$ cat src/rtl/sar_pkg.sv
// sar_pkg: shared definitions for the SAR control stage.
//   sar_state_t   - conversion FSM states
//   SAR_NBIT_MAX  - largest supported resolution
//   sar_latency() - cycles from the edge accepting start to dout_valid high
package sar_pkg;

    localparam int SAR_NBIT_MAX = 16;

    typedef enum logic [2:0] {
        IDLE   = 3'd0,
        RESET  = 3'd1,
        SAMPLE = 3'd2,
        SHARE  = 3'd3,
        CONV   = 3'd4,
        DONE   = 3'd5
    } sar_state_t;

    // One acceptance cycle, RESET, SAMPLE, one SHARE cycle, NBIT CONV
    // cycles; dout_valid is registered on the edge entering DONE.
    function automatic int sar_latency(input int nbit, input int rst_cyc,
                                       input int smp_cyc);
        return rst_cyc + smp_cyc + nbit + 2;
    endfunction

endpackage

$ cat src/rtl/sar_phase_cnt.sv
// sar_phase_cnt: loadable down-counter with a zero flag, used to time the
// RESET and SAMPLE phases of the SAR controller.
// Ports:
//   clk, rstn  - clock, asynchronous active-low reset
//   load       - load load_val (has priority over dec)
//   load_val   - value loaded on load
//   dec        - decrement by one; saturates at zero
//   zero       - counter is zero
module sar_phase_cnt #(
    parameter int W = 4
) (
    input  logic         clk,
    input  logic         rstn,
    input  logic         load,
    input  logic [W-1:0] load_val,
    input  logic         dec,
    output logic         zero
);

    logic [W-1:0] cnt;

    always_ff @(posedge clk or negedge rstn) begin
        if (!rstn) begin
            cnt <= '0;
        end else if (load) begin
            cnt <= load_val;
        end else if (dec && (cnt != '0)) begin
            cnt <= cnt - W'(1);
        end
    end

    assign zero = (cnt == '0);

endmodule

$ cat src/rtl/sar_ctrl.sv
// sar_ctrl: SAR ADC control stage. Sequences the sample-and-hold through
// reset, track and charge-share phases, then runs an NBIT-step binary
// search on the comparator decision and reports the final code.
// Build option: define SAR_CTRL_FREERUN_EN to restart a new conversion
// directly from DONE (free-running after the first start).
// Ports:
//   clk, rstn   - conversion clock, asynchronous active-low reset
//   start       - conversion request, sampled only in IDLE
//   comp        - comparator decision, 1 = keep the current trial bit
//   snh_rst     - S/H reset phase
//   sample      - S/H track phase
//   cs_trigger  - S/H charge-share pulse (one cycle)
//   cmp_en      - comparator enable, high during CONV
//   dac_code    - trial code to the CDAC
//   dout        - last completed conversion result
//   dout_valid  - one-cycle strobe qualifying dout
//   busy        - high in every state except IDLE
//   fsm_state   - current FSM state (debug observation)
module sar_ctrl
    import sar_pkg::*;
#(
    parameter int NBIT    = 8,
    parameter int RST_CYC = 2,
    parameter int SMP_CYC = 4
) (
    input  logic            clk,
    input  logic            rstn,
    input  logic            start,
    input  logic            comp,
    output logic            snh_rst,
    output logic            sample,
    output logic            cs_trigger,
    output logic            cmp_en,
    output logic [NBIT-1:0] dac_code,
    output logic [NBIT-1:0] dout,
    output logic            dout_valid,
    output logic            busy,
    output sar_state_t      fsm_state
);

    localparam int CNT_MAX = (RST_CYC > SMP_CYC) ? RST_CYC : SMP_CYC;
    localparam int CNT_W   = $clog2(CNT_MAX) + 1;
    localparam int IDX_W   = $clog2(NBIT);

    localparam logic [CNT_W-1:0] RST_LOAD = CNT_W'(RST_CYC - 1);
    localparam logic [CNT_W-1:0] SMP_LOAD = CNT_W'(SMP_CYC - 1);
    localparam logic [NBIT-1:0]  CODE_MSB = {1'b1, {(NBIT-1){1'b0}}};
    localparam logic [IDX_W-1:0] IDX_MSB  = IDX_W'(NBIT - 1);

    // Handshake: start is a level request. An edge in IDLE that sees start=1
    // accepts it; start at any other time has no effect. dout_valid is a
    // one-cycle strobe with no back-pressure; dout holds until the next
    // result or reset.

    sar_state_t       state;
    sar_state_t       next_state;
    logic             start_acc;
    logic [IDX_W-1:0] bit_idx;
    logic [IDX_W-1:0] bit_idx_nxt;
    logic [NBIT-1:0]  code_nxt;
    logic             cnt_load;
    logic             cnt_dec;
    logic [CNT_W-1:0] cnt_val;
    logic             cnt_zero;

    sar_phase_cnt #(
        .W (CNT_W)
    ) u_phase_cnt (
        .clk      (clk),
        .rstn     (rstn),
        .load     (cnt_load),
        .load_val (cnt_val),
        .dec      (cnt_dec),
        .zero     (cnt_zero)
    );

    // Next-state and phase-counter control.
    always_comb begin
        next_state = state;
        cnt_load   = 1'b0;
        cnt_dec    = 1'b0;
        cnt_val    = RST_LOAD;
        case (state)
            IDLE: begin
                if (start_acc) begin
                    next_state = RESET;
                    cnt_load   = 1'b1;
                    cnt_val    = RST_LOAD;
                end
            end
            RESET: begin
                if (cnt_zero) begin
                    next_state = SAMPLE;
                    cnt_load   = 1'b1;
                    cnt_val    = SMP_LOAD;
                end else begin
                    cnt_dec = 1'b1;
                end
            end
            SAMPLE: begin
                if (cnt_zero) begin
                    next_state = SHARE;
                end else begin
                    cnt_dec = 1'b1;
                end
            end
            SHARE: begin
                next_state = CONV;
            end
            CONV: begin
                if (bit_idx == '0) begin
                    next_state = DONE;
                end
            end
            DONE: begin
`ifdef SAR_CTRL_FREERUN_EN
                next_state = RESET;
                cnt_load   = 1'b1;
                cnt_val    = RST_LOAD;
`else
                next_state = IDLE;
`endif
            end
            default: begin
                next_state = IDLE;
            end
        endcase
    end

    // Binary-search datapath: resolve bit i from comp, then raise bit i-1
    // as the next trial. The MSB trial is loaded on entry to SHARE so the
    // CDAC has settled before the first comparison.
    always_comb begin
        code_nxt    = dac_code;
        bit_idx_nxt = bit_idx;
        if (state == CONV) begin
            if (!comp) begin
                code_nxt[bit_idx] = 1'b0;
            end
            if (bit_idx != '0) begin
                code_nxt[bit_idx - IDX_W'(1)] = 1'b1;
                bit_idx_nxt                   = bit_idx - IDX_W'(1);
            end
        end
        if (next_state == SHARE) begin
            code_nxt    = CODE_MSB;
            bit_idx_nxt = IDX_MSB;
        end
    end

    // Outputs are registered from next_state so they line up with the
    // state register. start is first captured in start_acc, which keeps
    // start off every output path and makes busy rise one cycle after the
    // accepting edge.
    always_ff @(posedge clk or negedge rstn) begin
        if (!rstn) begin
            state      <= IDLE;
            start_acc  <= 1'b0;
            bit_idx    <= '0;
            dac_code   <= '0;
            dout       <= '0;
            snh_rst    <= 1'b0;
            sample     <= 1'b0;
            cs_trigger <= 1'b0;
            cmp_en     <= 1'b0;
            dout_valid <= 1'b0;
            busy       <= 1'b0;
        end else begin
            state      <= next_state;
            start_acc  <= (state == IDLE) && start && !start_acc;
            bit_idx    <= bit_idx_nxt;
            dac_code   <= code_nxt;
            snh_rst    <= (next_state == RESET);
            sample     <= (next_state == SAMPLE);
            cs_trigger <= (next_state == SHARE);
            cmp_en     <= (next_state == CONV);
            dout_valid <= (next_state == DONE);
            busy       <= (next_state != IDLE);
            if ((state == CONV) && (next_state == DONE)) begin
                dout <= code_nxt;
            end
        end
    end

    assign fsm_state = state;

endmodule

$ cat config.mk
export PLATFORM = sky130hd
export DESIGN_NAME = sar_ctrl
export DESIGN_NICKNAME = d
export VERILOG_FILES = /design/src/rtl/sar_pkg.sv /design/src/rtl/sar_phase_cnt.sv /design/src/rtl/sar_ctrl.sv
export SDC_FILE = /design/constraint.sdc
export NUM_CORES = 1
export LEC_CHECK = 0
export ABC_AREA = 1
export CAP_MARGIN = 20
export CORE_MARGIN = 1
export CORE_UTILIZATION = 38
export DETAILED_ROUTE_END_ITERATION = 10
export GPL_ROUTABILITY_DRIVEN = 0
export PLACE_DENSITY_LB_ADDON = 0.05
export SKIP_LAST_GASP = 1
export SYNTH_ARGS = -nofsm -noshare
export SYNTH_HDL_FRONTEND = slang
export SYNTH_SLANG_ARGS = --single-unit
$ cat constraint.sdc
create_clock -name clk -period 1.35 [get_ports clk]
set_input_delay 0.2025 -clock clk [delete_from_list [all_inputs] [get_ports clk]]
set_output_delay 0.2025 -clock clk [all_outputs]
set_load 0.005 [all_outputs]
==> results.yml, run 1 <==
power_and_ir_drop:
  powerDensity_mw_per_mm2: 2430
  p_leak_uw: 0.00123
  ir_drop_v: 0.00116
critical_path:
  crit_buf_inv: 2
  reg2reg_depth: 8
  cp.arrival_ns: 1.60
  timing.rr.end: "u_phase_cnt.cnt[2]"
  cp_slowest_cell: "dfrtp_1"
  critPathMaxStageDelay_ns: 0.36
  critPathCaptureType: "flop"
  setup.worst_path.start_class: "flop"
  crit_family: "simple AND/OR/NAND/NOR gates"
  reg2reg_from: "u_phase_cnt.cnt[1]"
  crit_chain: "inv_2 > ha_4 > ha_4 > buf_4 > nor2_1 > nand3_2 > nand3_1 > o22ai_1"
  crit_type: "flop to flop"
  cpMostUsedCell: "ha_4"
  crit_fanout: 4
  r2r_slack_ns: -0.1
  cp.required_ns: 1.50
sta:
  rsz0062_at_grt: "true"
  timing.final.crit_share: 1.07
  setup_tns_ns: -0.437
  fin_ws_ns: -0.0965
  final_max_slew_viol_count: 0
  hold_viol: 0
  period_needed_ns: 1.45
  tightest_slew_ns: 0.271
  clock_skew_ns: 0.00790
  relSlewSlack: 0.819
  max_freq_mhz: 691
  setup_violations: 18
outcome:
  violations: "setup timing"
  outcome: "finished with violations"
yosys:
  yosysSeqAreaShare: 0.524
  synth_cells: 180
  yosysTopAreaCell: "dfrtp_1"
  synth.net_count: 188
  synth_flop_cell: "dfrtp_1"
  yosysTopAreaCellShare: 0.524
  synth-seq-cells: 32
  synth_cell_type_count: 21
  synth_edf_count: 0
  synth_area_per_cell_um2: 8.49
  async_flop_share: 1.00
  netlist_area_mm2: 0.00153
  synth_top_cells_by_area: "dfrtp_1 (52%), nand2_1 (14%), nand3_1 (4.6%)"
  synth_common_cells: "nand2_1 (59), dfrtp_1 (32), nand3_1 (14)"
  yosysWarnings: 0
  synthMostInstantiatedCell: "nand2_1"
floorplan:
  start_util: 0.405
  die_area_mm2: 0.00428
  core_mm2: 0.00377
  rows: 22
  die_h_um: 65.4
  die_w_um: 65.4
  io_pins: 29
drt:
  dr_total_vias: 1437
  drt-initial-drc-count: 61
  wl_mm: 3.92
  drc: 0
  wire_per_inst_um: 13.5
  vias_per_cell: 4.94
  drtPass1Iterations: 4
  postRouteAntennaNets: 0
clocking:
  cts.path.max_buffers: 2
  cts_root_buf: "clkbuf_8"
  cts.clk_slew.worst_paths_ns: 0.07
  ctsHoldBuffers: 0
  cts_tree: "built"
  clk_latency_ns: 0.28
  cts_buffers: 5
  numClockSinks: 32
  h-tree-depth: 2
placed_design:
  dp_slack_ns: -0.113
  numPortBuffers: 28
  dp_hpwl_mm: 2.65
  placed_cell_area_mm2: 0.00197
  place_inst: 268
cells_and_area:
  drive_above_1_share: 0.333
  utilization: 0.626
  antenna_cells: 0
  area_growth_pct: 54.5
  finalNetCount: 250
  instances_no_fill: 291
  n_fill_cell: 331
  fin_area_mm2: 0.00236
grt:
  track_usage: 0.199
  grt_pass1_wl_mm: 6.44
  grt_pass1_vias: 1427
  overflow: 0
  grt_max_degree: 33
  antenna_found_initial: 0
min_path:
  worstHoldPathType: "input port to async pin"
run:
  cap_viol_max_count: 0
## report_power, final
part	leakage, uW	total (uW)	internal [uW]	switching (uW)
sequential	0.000381	1610	1380	230
combinational	0.000791	3240	1590	1650
clock	0.0000552	892	547	344
## through the flow
stage	power, uW	hold WS [ns]
floorplan	2990	-0.0931
global placement	4120	0.414
detailed placement	4190	0.432
CTS	5260	0.294
global route	6220	0.300
finish	5750	0.290
## cells by family (layout without fill, tap and decap cells)
| kind of cell | after synthesis | in the layout | synth area share |
|---|---|---|---|
| compound gates | 19 | 19 | 0.0631 |
| fa+ha+maj | 4 | 4 | 0.0328 |
| buf+inv | 21 | 84 | 0.0565 |
| flops | 32 | 32 | 0.524 |
| simple gates | 104 | 104 | 0.324 |
## registers in the layout (all words and copies together), names as in the netlist, 3 cells and up
register and flops:
bit_idx 3, dac_code 8, dout 8, fsm_state 3, u_phase_cnt.cnt 3
## worst max path at each step
stage                  startpoint  slack (ns)                  to  cells after the start
3_3_place_gp                 comp       -0.08             dout[5]                      7
4_1_cts        u_phase_cnt.cnt[1]       -0.06              cmp_en                      8
2_1_floorplan          bit_idx[0]       0.003                busy                      8
5_1_grt        u_phase_cnt.cnt[1]       -0.16  u_phase_cnt.cnt[0]                      9
3_5_place_dp   u_phase_cnt.cnt[0]       -0.11              cmp_en                      8
6_report       u_phase_cnt.cnt[1]        -0.1  u_phase_cnt.cnt[2]                      8
## area by class of cell
type / instances / area (um2) / area share
Sequential cell: 32 / 802 / 0.340
Clock inverter: 2 / 35.0 / 0.0148
Timing Repair Buffer: 57 / 539 / 0.228
Multi-Input combinational cell: 127 / 773 / 0.328
Clock buffer: 6 / 72.6 / 0.0307
Tap cell: 48 / 60.1 / 0.0254
Inverter: 19 / 78.8 / 0.0334
## worst register-to-register path, cell delays in order, from the launching register on
cell     delay, ns
dfrtp_1       0.36
inv_2         0.05
ha_4          0.16
ha_4          0.16
buf_4         0.13
nor2_1        0.15
nand3_2       0.12
nand3_1       0.13
o22ai_1       0.07
## repair_timing
item / in CTS / in global routing
setup endpoints to repair: 34 / 38
resized for setup: 21 / 40
pin swaps: 7 / 10
setup buffers: 6 / 10
## placed cells by master (no fill, tap or decap), types with 4 or more instances in the layout
cell	synthesis	routed
dfrtp_1	32	31
nor2_1	13	8
dlygate4sd2_1	0	7
o21ai_1	6	6
nand4_1	7	7
nor2_2	1	4
inv_1	12	8
ha_4	0	4
nand2_2	2	5
inv_2	6	10
a21oi_2	0	6
nand3_1	14	12
clkbuf_8	0	5
nor2_4	3	5
dlymetal6s2s_1	0	12
nand2_1	59	55
buf_4	2	26
clkdlybuf4s50_1	0	9
## routing by layer
metal / global-route usage / routed length (um)
met1: 0.234 / 1630
met2: 0.366 / 2110
met3: 0.0417 / 140
met4: 0.0489 / 35
met5: 0 / 0
Note: power is estimated with default switching activity, not from simulation.
==> run 2: changes to the inputs <==
--- a/config.mk
+++ b/config.mk
@@ -9,6 +9,7 @@
 export CAP_MARGIN = 20
 export CORE_MARGIN = 1
-export CORE_UTILIZATION = 38
+export CORE_UTILIZATION = 51
 export DETAILED_ROUTE_END_ITERATION = 10
+export DONT_BUFFER_PORTS = 1
 export GPL_ROUTABILITY_DRIVEN = 0
 export PLACE_DENSITY_LB_ADDON = 0.05
==> constraint.sdc (replaced) <==
create_clock -name clk -period 1.35 [get_ports clk]
set_input_delay 0.27 -clock clk [delete_from_list [all_inputs] [get_ports clk]]
set_output_delay 0.27 -clock clk [all_outputs]
set_load 0.005 [all_outputs]
==> run 2 against run 1 <==
The flow finishes with violations (DRC, setup timing). Largest cell class unchanged. Sequential share of layout area increased by 6.8 points. Clock skew increased by 0.0024 ns. Highest routed layer unchanged. Routed wire length decreased by 9.5%. Final cell count decreased by 17%. Clock-buffer cell count decreased by 1. Global-route usage increased by 3.4 points. Maximum frequency increased by 1.4%. Hold slack got worse by 0.22 ns. Utilization increased by 7.5 points. Register-to-register slack improved by 0.02 ns. Die area decreased by 25%. Setup slack improved by 0.020 ns.
==> results.yml, run 2 (synthesized netlist as in run 1, its figures left out) <==
outcome:
  outcome: "finished with violations"
  violations: "DRC, setup timing"
drt:
  postRouteAntennaNets: 0
  dr_total_vias: 1346
  wire_per_inst_um: 14.7
  drc: 4
  drtPass1Iterations: 7
  wl_mm: 3.55
  drt-initial-drc-count: 51
  vias_per_cell: 5.59
critical_path:
  crit_type: "flop to flop"
  cp_slowest_cell: "dfrtp_1"
  critPathCaptureType: "flop"
  critPathMaxStageDelay_ns: 0.37
  cpMostUsedCell: "ha_4"
  cp.arrival_ns: 1.64
  cp.required_ns: 1.57
  setup.worst_path.start_class: "flop"
  crit_chain: "inv_2 > ha_4 > ha_4 > buf_4 > nor2_4 > nand3_2 > nand3_1 > o22ai_1"
  crit_fanout: 4
placed_design:
  numPortBuffers: 0
  dp_hpwl_mm: 2.45
  placed_cell_area_mm2: 0.00165
  place_inst: 222
sta:
  setup_violations: 23
  timing.final.crit_share: 1.06
  setup_tns_ns: -1.02
  hold_slack_ns: 0.0718
  tightest_slew_ns: 0.313
  clock_skew_ns: 0.0103
  period_needed_ns: 1.43
  max_freq_mhz: 701
  final_max_slew_viol_count: 0
  hold_viol: 0
  rsz0062_at_grt: "true"
  relSlewSlack: 0.791
  fin_ws_ns: -0.0761
grt:
  grt_pass1_vias: 1366
  grt_pass1_wl_mm: 5.62
  track_usage: 0.233
  antenna_found_initial: 0
  overflow: 0
  grt_max_degree: 33
floorplan:
  die_h_um: 56.7
  die_w_um: 56.7
  io_pins: 29
  die_area_mm2: 0.00322
  core_mm2: 0.00281
  start_util: 0.545
  rows: 19
cells_and_area:
  layout.cells.most_common_list: "nand2_1 (51), dfrtp_1 (32), buf_4 (21)"
  area_growth_pct: 28.7
  antenna_cells: 0
  mostFrequentLayoutCell: "nand2_1"
  drive_above_1_share: 0.367
  instances_no_fill: 241
  n_fill_cell: 220
  finalNetCount: 217
  top_regs: "dac_code: 8 flops, dout: 8 flops"
  fin_area_mm2: 0.00197
power_and_ir_drop:
  p_leak_uw: 0.000953
  combinationalPowerShare: 0.535
  p_seq_frac: 0.352
  powerDensity_mw_per_mm2: 2460
  p_int_uw: 2660
  power.share.switching: 0.448
  p_sw_uw: 2160
  clkPwrFrac: 0.113
  ir_drop_v: 0.00139
clocking:
  cts_tree: "built"
  h-tree-depth: 2
  cts.clk_slew.worst_paths_ns: 0.10
  cts.path.max_buffers: 2
  numClockSinks: 32
  cts_buffers: 5
  clk_latency_ns: 0.33
  cts_root_buf: "clkbuf_4"
min_path:
  worstHoldPathType: "input port to flop"
run:
  cap_viol_max_count: 0
==> run 2: final timing paths <==
kind / startpoint / end / slack (ns) / cells after the start
max: u_phase_cnt.cnt[0] / u_phase_cnt.cnt[2] / -0.08 / 8
min: start / start_acc / 0.07 / 2
max reg2reg: u_phase_cnt.cnt[0] / u_phase_cnt.cnt[2] / -0.08 / 8
min reg2reg: start_acc / start_acc / 0.46 / 1
max in group asynchronous: rstn / busy / 0.81 / 2
min in group asynchronous: rstn / dac_code[1] / 0.36 / 2
==> run 2: area by class of cell <==
cell class,count,area [um2],area share
Clock buffer,5,37.5,0.0191
Clock inverter,3,18.8,0.00955
Timing Repair Buffer,24,199,0.101
Multi-Input combinational cell,127,792,0.403
Sequential cell,32,801,0.407
Tap cell,31,38.8,0.0197
Inverter,19,78.8,0.0401
==> run 2: metrics by stage <==
step           total power, uW   util  worst slack [ns]
6_report                  4830  0.701           -0.0761
5_1_grt                   5190  0.701            -0.150
4_1_cts                   4350  0.644           -0.0705
3_5_place_dp              3590  0.589            -0.103
3_3_place_gp              3500  0.589           -0.0565
2_1_floorplan             2990      -           0.00294
==> run 2: metal layers <==
metal	GRT usage	share of wire	vias to the layer above
met2	0.413	0.53	38
li1	-	-	644
met1	0.247	0.40	655
met4	0.129	0.027	0
met3	0.0668	0.044	9
met5	0	0	-
==> run 2: critical path: cells and delay by family (launching register included) <==
family | cells | cell delay (ns)
buffers and inverters | 2 | 0.20
and+or+nand+nor | 3 | 0.34
DFF | 1 | 0.37
adders and majority gates | 2 | 0.32
AOI/OAI and AO/OA | 1 | 0.09
==> run 2: power groups by stage <==
stage | Clock, uW | Sequential, uW | Combinational [uW]
floorplan | 0 | 1670 | 1320
global placement | 0 | 1700 | 1800
detailed placement | 0 | 1720 | 1870
CTS | 562 | 1690 | 2090
global route | 592 | 1740 | 2860
finish | 546 | 1700 | 2580
==> run 2: timing repair <==
action | in CTS | in global routing
pin swaps | 8 | 17
resized for setup | 9 | 35
cloned | 0 | 0
endpoints found under the hold margin | 32 | 0
hold buffers | 2 | 0
endpoints found under the setup margin | 24 | 28
buffers inserted | 5 | 4
==> run 3: changes to the inputs <==
Settings changed: SETUP_SLACK_MARGIN set to 0.4, SYNTH_HIERARCHICAL set to 1.
==> run 3 against run 2 <==
The flow finishes with violations (hold timing, setup timing). Largest power group unchanged. Maximum frequency decreased by 0.61%. Area after synthesis is 5.9% higher. Highest routed layer unchanged. Setup slack got worse by 0.0088 ns.
==> results.yml, run 3 <==
cells_and_area:
  utilization: 0.747
  top_regs: "dac_code: 8 flops, dout: 8 flops"
  area_growth_pct: 39.8
  fin_area_mm2: 0.00226
  mostFrequentLayoutCell: "nand2_1"
  finalNetCount: 234
  layout.cells.most_common_list: "nand2_1 (49), dfrtp_1 (29), nand2_2 (19)"
  antenna_cells: 0
  drive_above_1_share: 0.498
sta:
  clock_skew_ns: 0.00848
  max_freq_mhz: 697
  rsz0062_at_grt: "true"
  final_max_slew_viol_count: 0
  hold_viol: 32
  period_needed_ns: 1.43
  timing.final.crit_share: 1.06
  fin_ws_ns: -0.0849
  setup_violations: 14
  hold_slack_ns: -0.390
critical_path:
  critPathMaxStageDelay_ns: 0.40
  reg2reg_depth: 10
  critPathCaptureType: "flop"
  crit_fanout: 3
  crit_chain: "inv_2 > ha_4 > inv_4 > nand2_4 > nand2_4 > nor2_4 > nand2_2 > nand2_2 > nand3_2 > nand2_1"
  cp_slowest_cell: "dfrtp_1"
  r2r_slack_ns: -0.08
  crit_type: "flop to flop"
  reg2reg_from: "bit_idx[0]"
  cp.required_ns: 1.64
  cp.arrival_ns: 1.72
  timing.rr.end: "dout[5]"
  setup.worst_path.start_class: "flop"
grt:
  grtUsageMet1: 0.267
  grt_pass1_vias: 1384
  grt_max_degree: 33
  grtUsageMet3: 0.0637
  overflow: 0
  grt_pass1_wl_mm: 6.10
  track_usage: 0.249
  antenna_found_initial: 0
  grtUsageMet2: 0.438
  busiest_layer: "met2"
yosys:
  synth_cell_type_count: 25
  synth_mux_area_frac: 0
  synth_area_per_cell_um2: 8.34
  yosys.area_share.simple: 0.351
  yosysTopAreaCell: "dfrtp_1"
  synth_flop_cell: "dfrtp_1"
  synth_top_cells_by_area: "dfrtp_1 (49%), nand2_1 (17%), inv_1 (3.5%)"
  yosysSeqAreaShare: 0.495
  yosysWarnings: 6
  synth_top_family_by_area: "simple AND/OR/NAND/NOR gates"
  synth_common_cells: "nand2_1 (72), dfrtp_1 (32), inv_1 (15)"
  synthMostInstantiatedCell: "nand2_1"
  netlist_area_mm2: 0.00162
  synth_compound_area_frac: 0.0580
  async_flop_share: 1.00
  synth_fa_ha_area_frac: 0.0309
  synth_edf_count: 0
  synth.net_count: 202
  synthXorXnorAreaFrac: 0
  synth-seq-cells: 32
  yosysTopAreaCellShare: 0.495
  synth_cells: 194
floorplan:
  core_mm2: 0.00303
  start_util: 0.534
  rows: 20
  die_w_um: 58.3
  io_pins: 29
  die_area_mm2: 0.00340
  die_h_um: 58.3
clocking:
  numClockSinks: 32
  clk_latency_ns: 0.34
  cts.path.max_buffers: 2
  cts_tree: "built"
  cts_root_buf: "clkbuf_4"
  h-tree-depth: 2
  cts.clk_slew.worst_paths_ns: 0.10
  cts_buffers: 5
placed_design:
  placed_cell_area_mm2: 0.00188
  numPortBuffers: 0
  dp_hpwl_mm: 2.55
drt:
  drc: 0
  wl_mm: 4.15
  wire_per_inst_um: 15.3
  postRouteAntennaNets: 0
  dr_total_vias: 1439
  drtPass1Iterations: 4
  drt-initial-drc-count: 76
  vias_per_cell: 5.31
power_and_ir_drop:
  p_leak_uw: 0.00107
  powerDensity_mw_per_mm2: 2670
  ir_drop_v: 0.00154
outcome:
  outcome: "finished with violations"
  violations: "hold timing, setup timing"
min_path:
  worstHoldPathType: "input port to async pin"
run:
  cap_viol_max_count: 0
[run 3: changes by cell type after synthesis, sizes merged]
cell,previous run,this run
conb,0,2
nand2,61,75
nor2,17,18
o21ai,10,8
inv,18,21
nand4,7,5
clkinv,1,0
nand3,17,14
nor3,1,3
a21oi,8,7
o22ai,1,0
o211ai,0,2
[run 3: worst max-delay path, delay by kind of cell, from the launching register on]
family	cells	cell delay, ns
DFF	1	0.40
and+or+nand+nor	7	0.61
buffers and inverters	2	0.18
adders and majority gates	1	0.18
[run 3: through the flow]
step                setup WS, ns   TNS [ns]  cells  hold WS [ns]  total power, uW
floorplan                -0.0121    -0.0848    194       -0.0256             3460
global placement       -0.000725  -0.000725    254       -0.0249             4090
detailed placement       -0.0611     -0.483    254       -0.0250             4190
CTS                      -0.0340     -0.226    268        -0.404             5380
global route              -0.151      -2.05    271        -0.418             6450
finish                   -0.0849     -0.484    271        -0.390             6040
[run 3: cell type report]
cell class	instances	area, um2
repair inverters	1	6.26
clock inverters	1	30.0
multi-input cells	139	968
well taps	44	55.1
repair buffers	26	243
fillers	202	767
inverters	21	88.8
flip-flops and latches	32	805
clock buffers	7	65.1
[run 3: logic make-up (layout without fill, tap and decap cells)]
| family | after synthesis | in the layout |
|---|---|---|
| DFF | 32 | 32 |
| adders and majority gates | 4 | 4 |
| and+or+nand+nor | 116 | 116 |
| other | 2 | 2 |
| AOI/OAI and AO/OA | 17 | 17 |
| buffers and inverters | 23 | 56 |
[run 3: repair_timing]
action,in CTS,in global routing
resized for setup,19,45
endpoints found under the hold margin,32,32
gates cloned,1,0
buffers inserted,5,3
setup endpoints to repair,57,57
pin swaps,6,13
[run 3: worst max path at each step]
stage	startpoint	endpoint	slack, ns	cells after the start
after CTS	u_phase_cnt/cnt[1]	busy	-0.03	9
after global routing	bit_idx[0]	dout[5]	-0.15	8
after global placement	u_phase_cnt/cnt[0]	u_phase_cnt/cnt[2]	-0.0007	8
after floorplan	u_phase_cnt/cnt[0]	dout[0]	-0.01	9
final	bit_idx[0]	dout[5]	-0.08	10
after detailed placement	u_phase_cnt/cnt[1]	u_phase_cnt/cnt[2]	-0.06	8
[run 3: routing by layer]
metal  up-vias  routed length (um)
met5         -                   0
li1        681                   -
met4         0                 159
met1       696                1590
met2        45                2240
met3        17                 158
[run 3: power breakdown]
part           internal (uW)  switching, uW  total, uW  leakage [uW]
logic                   1460           2000       3460      0.000636
registers               1400            360       1760      0.000384
clock network            491            331        822     0.0000515
